**src/rtl/tick_delay_scheduler.sv**
```systemverilog
// tick_delay_scheduler: shared tick prescaler feeding CH one-shot delay channels,
// whose expirations are serialized lowest-index-first onto one valid/ready event port.
package tick_delay_scheduler_pkg;
    function automatic int clog2c(input int n);
        int r;
        r = 0;
        while ((1 << r) < n) r++;
        return r;
    endfunction
endpackage

module tick_delay_scheduler
    import tick_delay_scheduler_pkg::*;
#(
    parameter int PRESCALE = 50,
    parameter int CH = 4,
    parameter int DW = 8,
    localparam int IDW = clog2c(CH),
    localparam int CW = clog2c(PRESCALE)
) (
    input  logic             CLK50MHZ,
    input  logic             RST,
    input  logic [CH-1:0]    req,
    input  logic [CH*DW-1:0] delay,
    output logic [CH-1:0]    busy,
    output logic             tick,
    output logic             evt_valid,
    output logic [IDW-1:0]   evt_id,
    input  logic             evt_ready
);
    typedef enum logic [1:0] {IDLE, COUNT, PEND} state_t;

    state_t        st [CH];
    logic [DW-1:0] rem [CH];
    logic [CW-1:0] cnt;
    logic [CH-1:0] pend;
    logic          acc;

    assign tick = cnt == CW'(PRESCALE - 1);
    assign evt_valid = |pend;
    assign acc = evt_valid & evt_ready;

    always_comb begin
        pend = '0;
        busy = '0;
        evt_id = '0;
        for (int i = 0; i < CH; i++) begin
            pend[i] = st[i] == PEND;
            busy[i] = st[i] != IDLE;
        end
        for (int i = CH - 1; i >= 0; i--) if (pend[i]) evt_id = IDW'(i);
    end

    // A channel leaving COUNT keeps remaining at 1, so it never wraps
    always_ff @(posedge CLK50MHZ) begin
        if (RST) begin
            cnt <= '0;
            for (int i = 0; i < CH; i++) begin
                st[i] <= IDLE;
                rem[i] <= '0;
            end
        end else begin
            cnt <= tick ? '0 : cnt + CW'(1);
            for (int i = 0; i < CH; i++) begin
                if (st[i] == IDLE && req[i]) begin
                    st[i] <= delay[i*DW +: DW] == '0 ? PEND : COUNT;
                    rem[i] <= delay[i*DW +: DW];
                end else if (st[i] == COUNT && tick) begin
                    st[i] <= rem[i] == DW'(1) ? PEND : COUNT;
                    rem[i] <= rem[i] == DW'(1) ? rem[i] : rem[i] - DW'(1);
                end else if (st[i] == PEND && acc && evt_id == IDW'(i)) begin
                    st[i] <= IDLE;
                end
            end
        end
    end
endmodule
```
**config.mk**
```make
export PLATFORM = sky130hd
export DESIGN_NAME = tick_delay_scheduler
export DESIGN_NICKNAME = d
export VERILOG_FILES = /design/src/rtl/tick_delay_scheduler.sv
export SDC_FILE = /design/constraint.sdc
export NUM_CORES = 1
export LEC_CHECK = 0
export ABC_AREA = 1
export BUFFER_PORTS_ARGS = -buffer_cell sky130_fd_sc_hd__buf_4
export CAP_MARGIN = 20
export CORE_MARGIN = 2
export CORE_UTILIZATION = 25
export CTS_BUF_LIST = sky130_fd_sc_hd__clkbuf_8
export CTS_CLUSTER_DIAMETER = 60
export CTS_CLUSTER_SIZE = 8
export DETAILED_ROUTE_END_ITERATION = 8
export GPL_ROUTABILITY_DRIVEN = 1
export PLACE_DENSITY_LB_ADDON = 0.12
export REMOVE_ABC_BUFFERS = 1
export SLEW_MARGIN = 0
export SYNTH_ARGS = -nofsm -noshare
export SYNTH_HDL_FRONTEND = slang
export SYNTH_SLANG_ARGS = --single-unit
```
**constraint.sdc**
```tcl
create_clock -name CLK50MHZ -period 3.2 [get_ports CLK50MHZ]
set_input_delay 0 -clock CLK50MHZ [delete_from_list [all_inputs] [get_ports CLK50MHZ]]
set_output_delay 0 -clock CLK50MHZ [all_outputs]
set_load 0.02 [all_outputs]
```
# Yosys cells after proc, flatten, opt, wreduce, memory -nomap -nowiden
# Memories as Yosys holds them, arrays and structs flattened.
# Index checks and enable logic that the tools add are counted.
[classes]
addsub = 5
eq_ne = 16
muxes = 86
n_bitwise = 21
n_reduce_logical = 31
[ops]
columns = ["cell", "n"]
rows = [
  ["$mux 8", 12],
  ["$mux 1", 50],
  ["$mux 2", 24],
  ["$eq 8x1->1 const B", 4],
  ["$logic_not 8->1", 4],
  ["$sub 8x1->8 const B", 4],
  ["$or 1x1->1", 20],
  ["$logic_and 1x1->1", 16],
  ["$eq 2x2->1 const B", 6],
  ["$eq 2x1->1 const B", 5],
  ["$logic_not 2->1", 5],
  ["$reduce_bool 2->1", 4],
  ["$add 6x1->6 const B", 1],
  ["$eq 6x6->1 const B", 1],
  ["$reduce_or 4->1", 1],
  ["$reduce_or 2->1", 1],
  ["$and 1x1->1", 1],
]
[word_totals]
regBits = 6
mem_bits_rw = 40
input_bits = 39
out_inout_bits = 8
elab_cells = 162
memories = 2
[memory_table]
columns = ["name", "depth", "width", "read_ports", "rd_clocked_by_memory_dff", "write_ports", "line_no", "text"]
rows = [
  ["rem", 4, 8, 4, 0, 4, "34", "logic [DW-1:0] rem [CH];"],
  ["st", 4, 2, 4, 0, 4, "33", "state_t st [CH];"],
]

# Longest topological paths before layout
# Gate-level depths: netlist of the first run.
[depth]
depth_word = 13
depth_mapped = 10
ltp_nobuf = 10

# Worst setup path before layout of the first run
# No wires, ideal clock.
[synth_timing]
path_type = "reg-to-reg"
from = "register cnt[0]"
to = "memory rem[3][0], enable pin"
setup_ps = 329
arrival_time_ps = 1304
t_required_ps = 2871
setup_slack_ps = 1567
stages_incl_launch_ff = 8
path_buffers = 0
synth_period_minus_slack_ps = 1633
path_cell_list = "dfxtp_1 ha_1 nand2_2 nor2_4 nand2_4 nor3_4 nand2_1 nand2_1"
[synth_lines]
columns = ["element", "line_no", "text"]
rows = [
  ["from (decl)", "35", "logic [CW-1:0] cnt;"],
  ["from (signal assigned)", "63", "cnt <= tick ? '0 : cnt + CW'(1);"],
  ["to (decl)", "34", ""],
]

==> results of run 1 <==
## logic make-up after synthesis
logic type / Yosys count / synth area share [%]
simple gates: 216 / 31.5
buf+inv: 77 / 9.79
xor+xnor: 13 / 3.62
fa+ha+maj: 10 / 3.98
flops: 46 / 42.0
compound gates: 51 / 9.07
## worst reg2reg max path, stage by stage, from the launching register on
cell,delay (ns)
dfxtp_1,0.39
ha_1,0.20
nand2_2,0.07
nor2_4,0.14
nand2_4,0.10
nor3_4,0.24
nand2_1,0.11
nand2_1,0.27
## stage by stage
| step | cells | hold slack [ns] |
|---|---|---|
| after floorplan | 410 | 0.186 |
| after global placement | 624 | 0.305 |
| after detailed placement | 624 | 0.306 |
| after CTS | 634 | 0.00999 |
| after global routing | 634 | 0.0249 |
| final | 634 | 0.00967 |
## how the worst max path moves through the flow
stage | startpoint | end | slack (ns) | cells after the start
floorplan | cnt[0] | rem[3][0] | 1.57 | 7
global placement | cnt[0] | rem[1][0] | 1.40 | 9
detailed placement | cnt[0] | rem[3][0] | 1.35 | 7
CTS | cnt[0] | rem[3][0] | 1.34 | 7
global route | cnt[0] | rem[3][2] | 1.16 | 7
finish | cnt[0] | rem[3][0] | 1.36 | 7
## power breakdown
group / switching (mW) / total (mW) / internal, mW
clock network: 0.192 / 0.340 / 0.147
logic: 0.169 / 0.282 / 0.113
registers: 0.0308 / 0.729 / 0.699
## routing by layer
layer / global-route usage (%) / vias up / routed length (um)
li1: - / 1436 / -
met1: 14.9 / 1178 / 3590
met2: 19.9 / 46 / 3480
met3: 2.49 / 8 / 275
met4: 3.33 / 0 / 106
met5: 0 / - / 0
## layout by cell type (no fill, tap or decap), drive strengths merged
cell type,instances
nand2,104
inv,75
nor2,62
buf,46
edfxtp,40
nand3,30
a21oi,20
o21ai,18
ha,10
xor2,9
nand4,8
o22ai,7
dfxtp,6
clkbuf,5
nor3,5
xnor2,4
or2,3
o21a,2
o311ai,2
nor3b,2
dlygate4sd3,2
clkinv,2
o211ai,1
nor4,1
nand3b,1
o31ai,1
## registers in the layout, indices dropped and copies added (netlist names)
register and count:
cnt 6, rem 32, st 8
## area by class of cell
type                    instances  area [um^2]  share of cell area [%]
inverters                      74          278                    7.36
well taps                     168          210                    5.57
multi-input cells             290         1520                    40.2
repair buffers                 48          365                    9.68
clock buffers                   5         68.8                    1.82
flip-flops and latches         46         1320                    35.0
clock inverters                 3         12.5                   0.332
==> results.json, run 1 <==
{
  "run_status": "finished clean",
  "hold_viol": 0,
  "grt_pass1_wl_um": 12200,
  "num_rows": 40,
  "yosysWarningCount": 0,
  "ff2ff_setup_slack_ns": 1.36,
  "rsz0062_at_grt": "no",
  "clock_latency_ns": 0.30,
  "post-cts-setup-buffer-count": 0,
  "crit_buf_inv": 0,
  "ff2ff_path_depth": 7,
  "antenna_found_initial": 0,
  "synth.top_cells.by_count": "nand2_1 (97), inv_1 (70), nor2_1 (55), edfxtp_1 (40), nand3_1 (25)",
  "cts_resized": 0,
  "async_reset_ff_share_pct": 0,
  "fin_crit_ns": 1.84,
  "cts_hold_buffers": 2,
  "totalPowerFinal_mw": 1.35,
  "vias": 2668,
  "worst_ep_arrival_time_ns": 1.82,
  "crit_fanout": 8,
  "final_area_mm2": 0.00377,
  "ys_seq_elements": 46,
  "wirelength_um": 7450,
  "die_width_um": 116,
  "fp.dieArea_mm2": 0.0135,
  "fin_nets": 514,
  "yosys.area.top_type": "edfxtp_1",
  "maxSlewViolCount": 0,
  "relSlewSlack_pct": 58.0,
  "synth_seq_area_share_pct": 42.0,
  "critPathLaunchType": "register",
  "coreArea_mm2": 0.0122,
  "final_layout_size_suffix_gt1_share_pct": 17.0,
  "detail-route-antenna-nets": 0,
  "rr_startpoint": "cnt[0]",
  "end_kind": "register",
  "drc_errors": 0,
  "dp_slack_ns": 1.35,
  "antennaDiodeCount": 0,
  "synth_most_common_cell": "nand2_1",
  "routedWlPerCell_um": 11.8,
  "htree_levels": 2,
  "synth_edf_count": 40,
  "crit_required_ns": 3.18,
  "period_share_pct": 57.5,
  "cts-buffers-inserted": 5,
  "tns_ns": 0,
  "syn_avg_cell_area_um2": 7.62,
  "min_from": "delay[13]",
  "io_buffer_count": 46,
  "holdPathStages": 3,
  "powerDensity_mw_per_mm2": 358,
  "synth_top_cells_by_area": "edfxtp_1 (38%), nand2_1 (12%), inv_1 (8.4%)",
  "maxCapViolCount": 0,
  "netlist_area_mm2": 0.00315,
  "n_fill_cell": 1304,
  "syn2layout_area_growth_pct": 19.9,
  "synth_flop_cell": "edfxtp_1",
  "fin_worst_skew_ns": 0.00513,
  "ir_worst_vdd_mv": 0.166,
  "grt-ovfl-total": 0,
  "worstMarginPinSlew_ns": 0.622,
  "hold_class": "in2reg",
  "first_pass_iters": 5,
  "start_util_pct": 25.9,
  "cts_sinks": 46,
  "die_y_um": 116,
  "grt_pass1_vias": 2672,
  "slowest_delay_ns": 0.39,
  "fmax_mhz": 543,
  "grt_max_degree": 14,
  "io-pin-count": 47,
  "worstSetupPathType": "reg2reg",
  "cp_common_cell": "nand2_1",
  "path_cells": "ha_1 -> nand2_2 -> nor2_4 -> nand2_4 -> nor3_4 -> nand2_1 -> nand2_1",
  "track_usage_pct": 11.6,
  "cts_root_buf": "clkbuf_8",
  "worstHoldEndpoint": "rem[1][5]",
  "postPlaceCellArea_mm2": 0.00367,
  "slowest_stage": "dfxtp_1",
  "clk_path_buf_depth": 2,
  "rr_endpoint": "rem[3][0]",
  "postLayoutSetupSlackWorst_ns": 1.36,
  "final_util_pct": 31.0,
  "yosysTopAreaCellShare_pct": 38.2,
  "clk_pin_slew_ns": 0.08,
  "ys_types": 34,
  "hpwl_um": 6200,
  "setup-violations-final": 0,
  "gp_congestion": 0.800,
  "synthCells": 413,
  "routed_via_density": 4.21,
  "p_leak_nw": 1.71,
  "cp_top_family": "simple AND/OR/NAND/NOR gates",
  "tritoncts": "yes",
  "drtIter0Drc": 100
}
No activity file was read; power rests on OpenSTA's default activity.
==> inputs of run 2 (changes only) <==
Clock period 3.2 ns to 1.8 ns, I/O delays scaled along.
==> run 2 against run 1 <==
Critical path type unchanged. Combinational power rose by 88%. Largest power group unchanged. Worst hold slack improved by 0.0097 ns. Sequential share of layout area fell by 1.3 points. Clock power rose by 130%. Design area rose by 4.0%. Critical endpoint is now rem[1][7]. Clock skew rose by 0.0062 ns.
==> results.json, run 2 (synthesis gave the netlist of run 1 again) <==
{
  "end_kind": "register",
  "ir_worst_vdd_mv": 0.284,
  "p_clk_share_pct": 29.6,
  "final_area_mm2": 0.00393,
  "first_pass_iters": 4,
  "coreArea_mm2": 0.0122,
  "fin_crit_ns": 1.74,
  "crit_required_ns": 1.82,
  "grt_pass1_vias": 2733,
  "fmax_mhz": 575,
  "grt_max_degree": 14,
  "hpwl_um": 6410,
  "final_layout_size_suffix_gt1_share_pct": 20.8,
  "fin_worst_skew_ns": 0.0113,
  "finalHoldWorstSlack_ns": 0.0194,
  "p_leak_nw": 1.80,
  "use_met1_pct": 15.8,
  "io_buffer_count": 46,
  "wirelength_um": 7940,
  "crit_fanout": 8,
  "io-pin-count": 47,
  "fin_cells": 644,
  "num_rows": 40,
  "hold_viol": 0,
  "cts_root_buf": "clkbuf_8",
  "dp.cells": 633,
  "grt.busiest_layer": "met2",
  "fin_nets": 524,
  "cts_sinks": 46,
  "worstMarginPinSlew_ns": 0.596,
  "top_regs": "rem (32), st (8), cnt (6)",
  "period_share_pct": 96.6,
  "track_usage_pct": 12.3,
  "routedWlPerCell_um": 12.3,
  "regMostFlops": "rem",
  "switching_share_pct": 28.0,
  "hold_class": "in2reg",
  "final_common_cell": "nand2_1",
  "p_switching_uw": 725,
  "maxCapViolCount": 0,
  "drc_errors": 0,
  "gp_congestion": 0.769,
  "cts-buffers-inserted": 5,
  "ff2ff_path_depth": 10,
  "tritoncts": "yes",
  "relSlewSlack_pct": 59.8,
  "largest_register_ffs": 32,
  "seq_power_share_pct": 50.0,
  "syn2layout_area_growth_pct": 24.8,
  "setup-violations-final": 0,
  "final_util_pct": 32.3,
  "intPower_mw": 1.87,
  "cts_hold_buffers": 0,
  "critPathLaunchType": "register",
  "final_cell_mix": "nand2_1 (95), inv_1 (71), buf_4 (55)",
  "antennaDiodeCount": 0,
  "worstSetupPathType": "reg2reg",
  "worst_ep_arrival_time_ns": 1.76,
  "htree_levels": 2,
  "powerDensity_mw_per_mm2": 661,
  "fp.dieArea_mm2": 0.0135,
  "run_status": "finished clean",
  "use_met2_pct": 21.4,
  "clock_latency_ns": 0.30,
  "clk_pin_slew_ns": 0.09,
  "grt_pass1_wl_um": 12900,
  "die_y_um": 116,
  "routed_via_density": 4.33,
  "detail-route-antenna-nets": 0,
  "drtIter0Drc": 89,
  "antenna_found_initial": 0,
  "maxSlewViolCount": 0,
  "pwr-share-comb_pct": 20.5,
  "die_width_um": 116,
  "start_util_pct": 25.9,
  "postPlaceCellArea_mm2": 0.00376,
  "met3_usage_pct": 2.39,
  "vias": 2790,
  "grt-ovfl-total": 0,
  "holdPathStages": 3,
  "clk_path_buf_depth": 2
}
-- run 2: cell types whose count changed in the layout (fill, tap and decap cells not counted), moves of 2 or more --
cell / before / now
buf_12: 0 / 2
buf_4: 46 / 55
dlygate4sd3_1: 2 / 0
nand2_1: 97 / 95
nand2_4: 1 / 3
nor2_1: 55 / 53
nor2_2: 3 / 5
-- run 2: what timing repair did --
action / 4_1_cts / 5_1_grt
resized for setup: 0 / 11
endpoints found under the hold margin: 0 / 0
setup endpoints to repair: 0 / 16
buffers inserted: 0 / 3
-- run 2: power groups by stage --
| stage | logic (mW) | clock network [mW] | registers (mW) |
|---|---|---|---|
| global route | 0.605 | 0.843 | 1.31 |
| CTS | 0.528 | 0.798 | 1.30 |
| floorplan | 0.317 | 0 | 1.31 |
| global placement | 0.526 | 0 | 1.32 |
| detailed placement | 0.524 | 0 | 1.32 |
| finish | 0.531 | 0.767 | 1.30 |
-- run 2: layout make-up --
type                            count  area, um^2
Clock inverter                      3        37.5
Sequential cell                    46        1320
Clock buffer                        5        68.8
Fill cell                        1342        8240
Inverter                           74         282
Timing Repair Buffer               58         464
Tap cell                          168         210
Multi-Input combinational cell    290        1540
-- run 2: path summary, 6_finish.rpt --
| check | start | slack, ns | endpoint |
|---|---|---|---|
| max | cnt[1] | 0.06 | rem[1][7] |
| min reg2reg | cnt[5] | 0.54 | cnt[5] |
| max reg2reg | cnt[1] | 0.06 | rem[1][7] |
| min | delay[30] | 0.02 | rem[3][6] |
-- run 2: per-stage QoR --
| stage | TNS (ns) | setup slack [ns] | power [mW] |
|---|---|---|---|
| global placement | 0 | 0.0431 | 1.85 |
| finish | 0 | 0.0621 | 2.59 |
| floorplan | 0 | 0.167 | 1.62 |
| detailed placement | 0 | 0.0160 | 1.85 |
| global route | -0.224 | -0.0288 | 2.76 |
| CTS | 0 | 0.0326 | 2.62 |
-- run 2: per-layer routing --
layer	up-vias	routed length, um	share of wire, %
li1	1456	-	-
met1	1288	3820	48
met2	40	3790	48
met3	6	271	3.4
met4	0	60	0.76
met5	-	0	0
-- run 2: critical path: stages, from the launching register on --
cell,delay (ns)
dfxtp_2,0.33
inv_1,0.05
ha_2,0.18
nand2_2,0.06
nor2_4,0.15
nand2_4,0.09
nor2_4,0.14
buf_6,0.13
nand2_4,0.06
nand2_4,0.07
clkinvlp_4,0.18
==> inputs of run 3 (changes only) <==
Settings changed: CORE_MARGIN 2 to 8, CORE_UTILIZATION 25 to 50.
==> run 3 against run 2 <==
Worst hold slack better by 0.033 ns. Fmax decreased by 0.99%. Routed wire length fell by 10%. Combinational power decreased by 2%. First-iteration DRC count increased by 25%. Utilization rose by 30 points. Clock skew shrank 0.0053 ns. Critical endpoint is now rem[0][3]. Largest cell class unchanged. Largest power group unchanged.
==> results.json, run 3 (synthesis gave the netlist of run 1 again) <==
{
  "postLayoutSetupSlackWorst_ns": 0.0446,
  "antenna_found_initial": 0,
  "gp_congestion": 0.858,
  "final_area_mm2": 0.00385,
  "worstHoldEndpoint": "rem[3][2]",
  "clk_path_buf_depth": 2,
  "multi_input_area_mm2": 0.00157,
  "setup-violations-final": 0,
  "end_kind": "register",
  "ff2ff_path_depth": 9,
  "fin_cells": 558,
  "crit_fanout": 8,
  "intPower_mw": 1.72,
  "clk_pin_slew_ns": 0.08,
  "wirelength_um": 7120,
  "switching_share_pct": 29.1,
  "grt-ovfl-total": 0,
  "period_share_pct": 97.5,
  "hold_viol": 0,
  "drtIter0Drc": 111,
  "p_leak_nw": 1.82,
  "antennaDiodeCount": 0,
  "io_buffer_count": 46,
  "grt_pass1_wl_um": 11800,
  "path_cells": "ha_4 -> nand2_4 -> nor2_4 -> buf_6 -> nand3_4 -> nor2_4 -> nand2_1 -> o21a_1 -> buf_12",
  "p_clk_share_pct": 25.2,
  "fmax_mhz": 570,
  "coreArea_mm2": 0.00620,
  "pwr-share-comb_pct": 21.4,
  "hold_class": "in2reg",
  "hpwl_um": 5550,
  "top_regs": "rem (32), st (8), cnt (6)",
  "final_cell_mix": "nand2_1 (95), inv_1 (69), buf_4 (57)",
  "run_status": "finished clean",
  "cts_root_buf": "clkbuf_8",
  "cp_top_family": "simple AND/OR/NAND/NOR gates",
  "largest_register_ffs": 32,
  "min_from": "delay[26]",
  "die_width_um": 95.3,
  "worstMarginPinSlew_ns": 0.627,
  "p_switching_uw": 709,
  "die_y_um": 95.3,
  "crit_buf_inv": 2,
  "cts_sinks": 46,
  "powerDensity_mw_per_mm2": 633,
  "rr_startpoint": "cnt[0]",
  "dp.cells": 541,
  "worstSetupPathType": "reg2reg",
  "seq_power_share_pct": 53.4,
  "slowest_delay_ns": 0.38,
  "cp_common_cell": "nor2_4",
  "track_usage_pct": 16.2,
  "regMostFlops": "rem",
  "rsz0062_at_grt": "yes",
  "cts-buffers-inserted": 5,
  "syn2layout_area_growth_pct": 22.3,
  "fin_crit_ns": 1.76,
  "final_common_cell": "nand2_1",
  "fin_nets": 529,
  "routed_via_density": 5.02,
  "vias": 2800,
  "dp_slack_ns": 0.0299,
  "start_util_pct": 50.7,
  "fin_worst_skew_ns": 0.00599,
  "first_pass_iters": 4,
  "drc_errors": 0,
  "rr_endpoint": "rem[0][3]",
  "htree_levels": 2,
  "slowest_stage": "dfxtp_1",
  "ir_worst_vdd_mv": 0.503,
  "maxSlewViolCount": 0,
  "maxCapViolCount": 0,
  "totalPowerFinal_mw": 2.43,
  "n_fill_cell": 555,
  "grt_pass1_vias": 2654,
  "tritoncts": "yes",
  "num_rows": 29,
  "routedWlPerCell_um": 12.8,
  "io-pin-count": 47,
  "critPathLaunchType": "register",
  "ff_latch_area_mm2": 0.00132,
  "relSlewSlack_pct": 57.7,
  "detail-route-antenna-nets": 0,
  "postPlaceCellArea_mm2": 0.00363,
  "holdPathStages": 3,
  "crit_required_ns": 1.87,
  "finalHoldWorstSlack_ns": 0.0528,
  "grt_max_degree": 14,
  "final_layout_size_suffix_gt1_share_pct": 21.4,
  "worst_ep_arrival_time_ns": 1.82,
  "fp.dieArea_mm2": 0.00908,
  "ff2ff_setup_slack_ns": 0.04,
  "clock_latency_ns": 0.30
}
[run 3: repair_timing]
item	CTS	global route
setup buffers	0	6
endpoints found under the setup margin	0	26
hold buffers	3	0
resized for setup	0	17
hold endpoints to repair	3	0
[run 3: worst register-to-register path: stages (launching register included)]
cell and delay (ns):
dfxtp_1 0.38, ha_4 0.17, nand2_4 0.05, nor2_4 0.17, buf_6 0.13, nand3_4 0.07, nor2_4 0.20, nand2_1 0.09
o21a_1 0.14, buf_12 0.14
[run 3: final cells by class]
type                            count  area share [%]
Clock buffer                        5            1.79
Clock inverter                      3           0.325
Inverter                           74            7.32
Multi-Input combinational cell    290            40.7
Sequential cell                    46            34.4
Tap cell                           77            2.50
Timing Repair Buffer               63            13.0
[run 3: how the worst max path moves through the flow]
| stage | from | end | cells past startpoint |
|---|---|---|---|
| 2_1_floorplan | cnt[0] | rem[3][0] | 7 |
| 3_3_place_gp | cnt[1] | rem[3][4] | 8 |
| 3_5_place_dp | cnt[1] | rem[1][3] | 10 |
| 4_1_cts | cnt[1] | rem[1][6] | 10 |
| 5_1_grt | cnt[0] | rem[1][6] | 9 |
| 6_report | cnt[0] | rem[0][3] | 9 |
[run 3: through the flow]
step,setup TNS (ns),utilization [%]
2_1_floorplan,0,-
4_1_cts,0,60.3
5_1_grt,-0.308,62.0
6_report,0,62.0
3_5_place_dp,0,58.5
3_3_place_gp,0,58.5
[run 3: metal layers]
metal / wire length (um) / global-route usage (%)
met1: 3240 / 19.9
met2: 3570 / 28.0
met3: 256 / 3.54
met4: 51 / 3.90
met5: 0 / 0
[run 3: power groups by stage]
stage / Clock [mW] / Combinational [mW] / Sequential [mW]
after floorplan: 0 / 0.317 / 1.31
after global placement: 0 / 0.492 / 1.32
after detailed placement: 0 / 0.500 / 1.32
after CTS: 0.628 / 0.507 / 1.30
after global routing: 0.666 / 0.590 / 1.31
final: 0.614 / 0.521 / 1.30
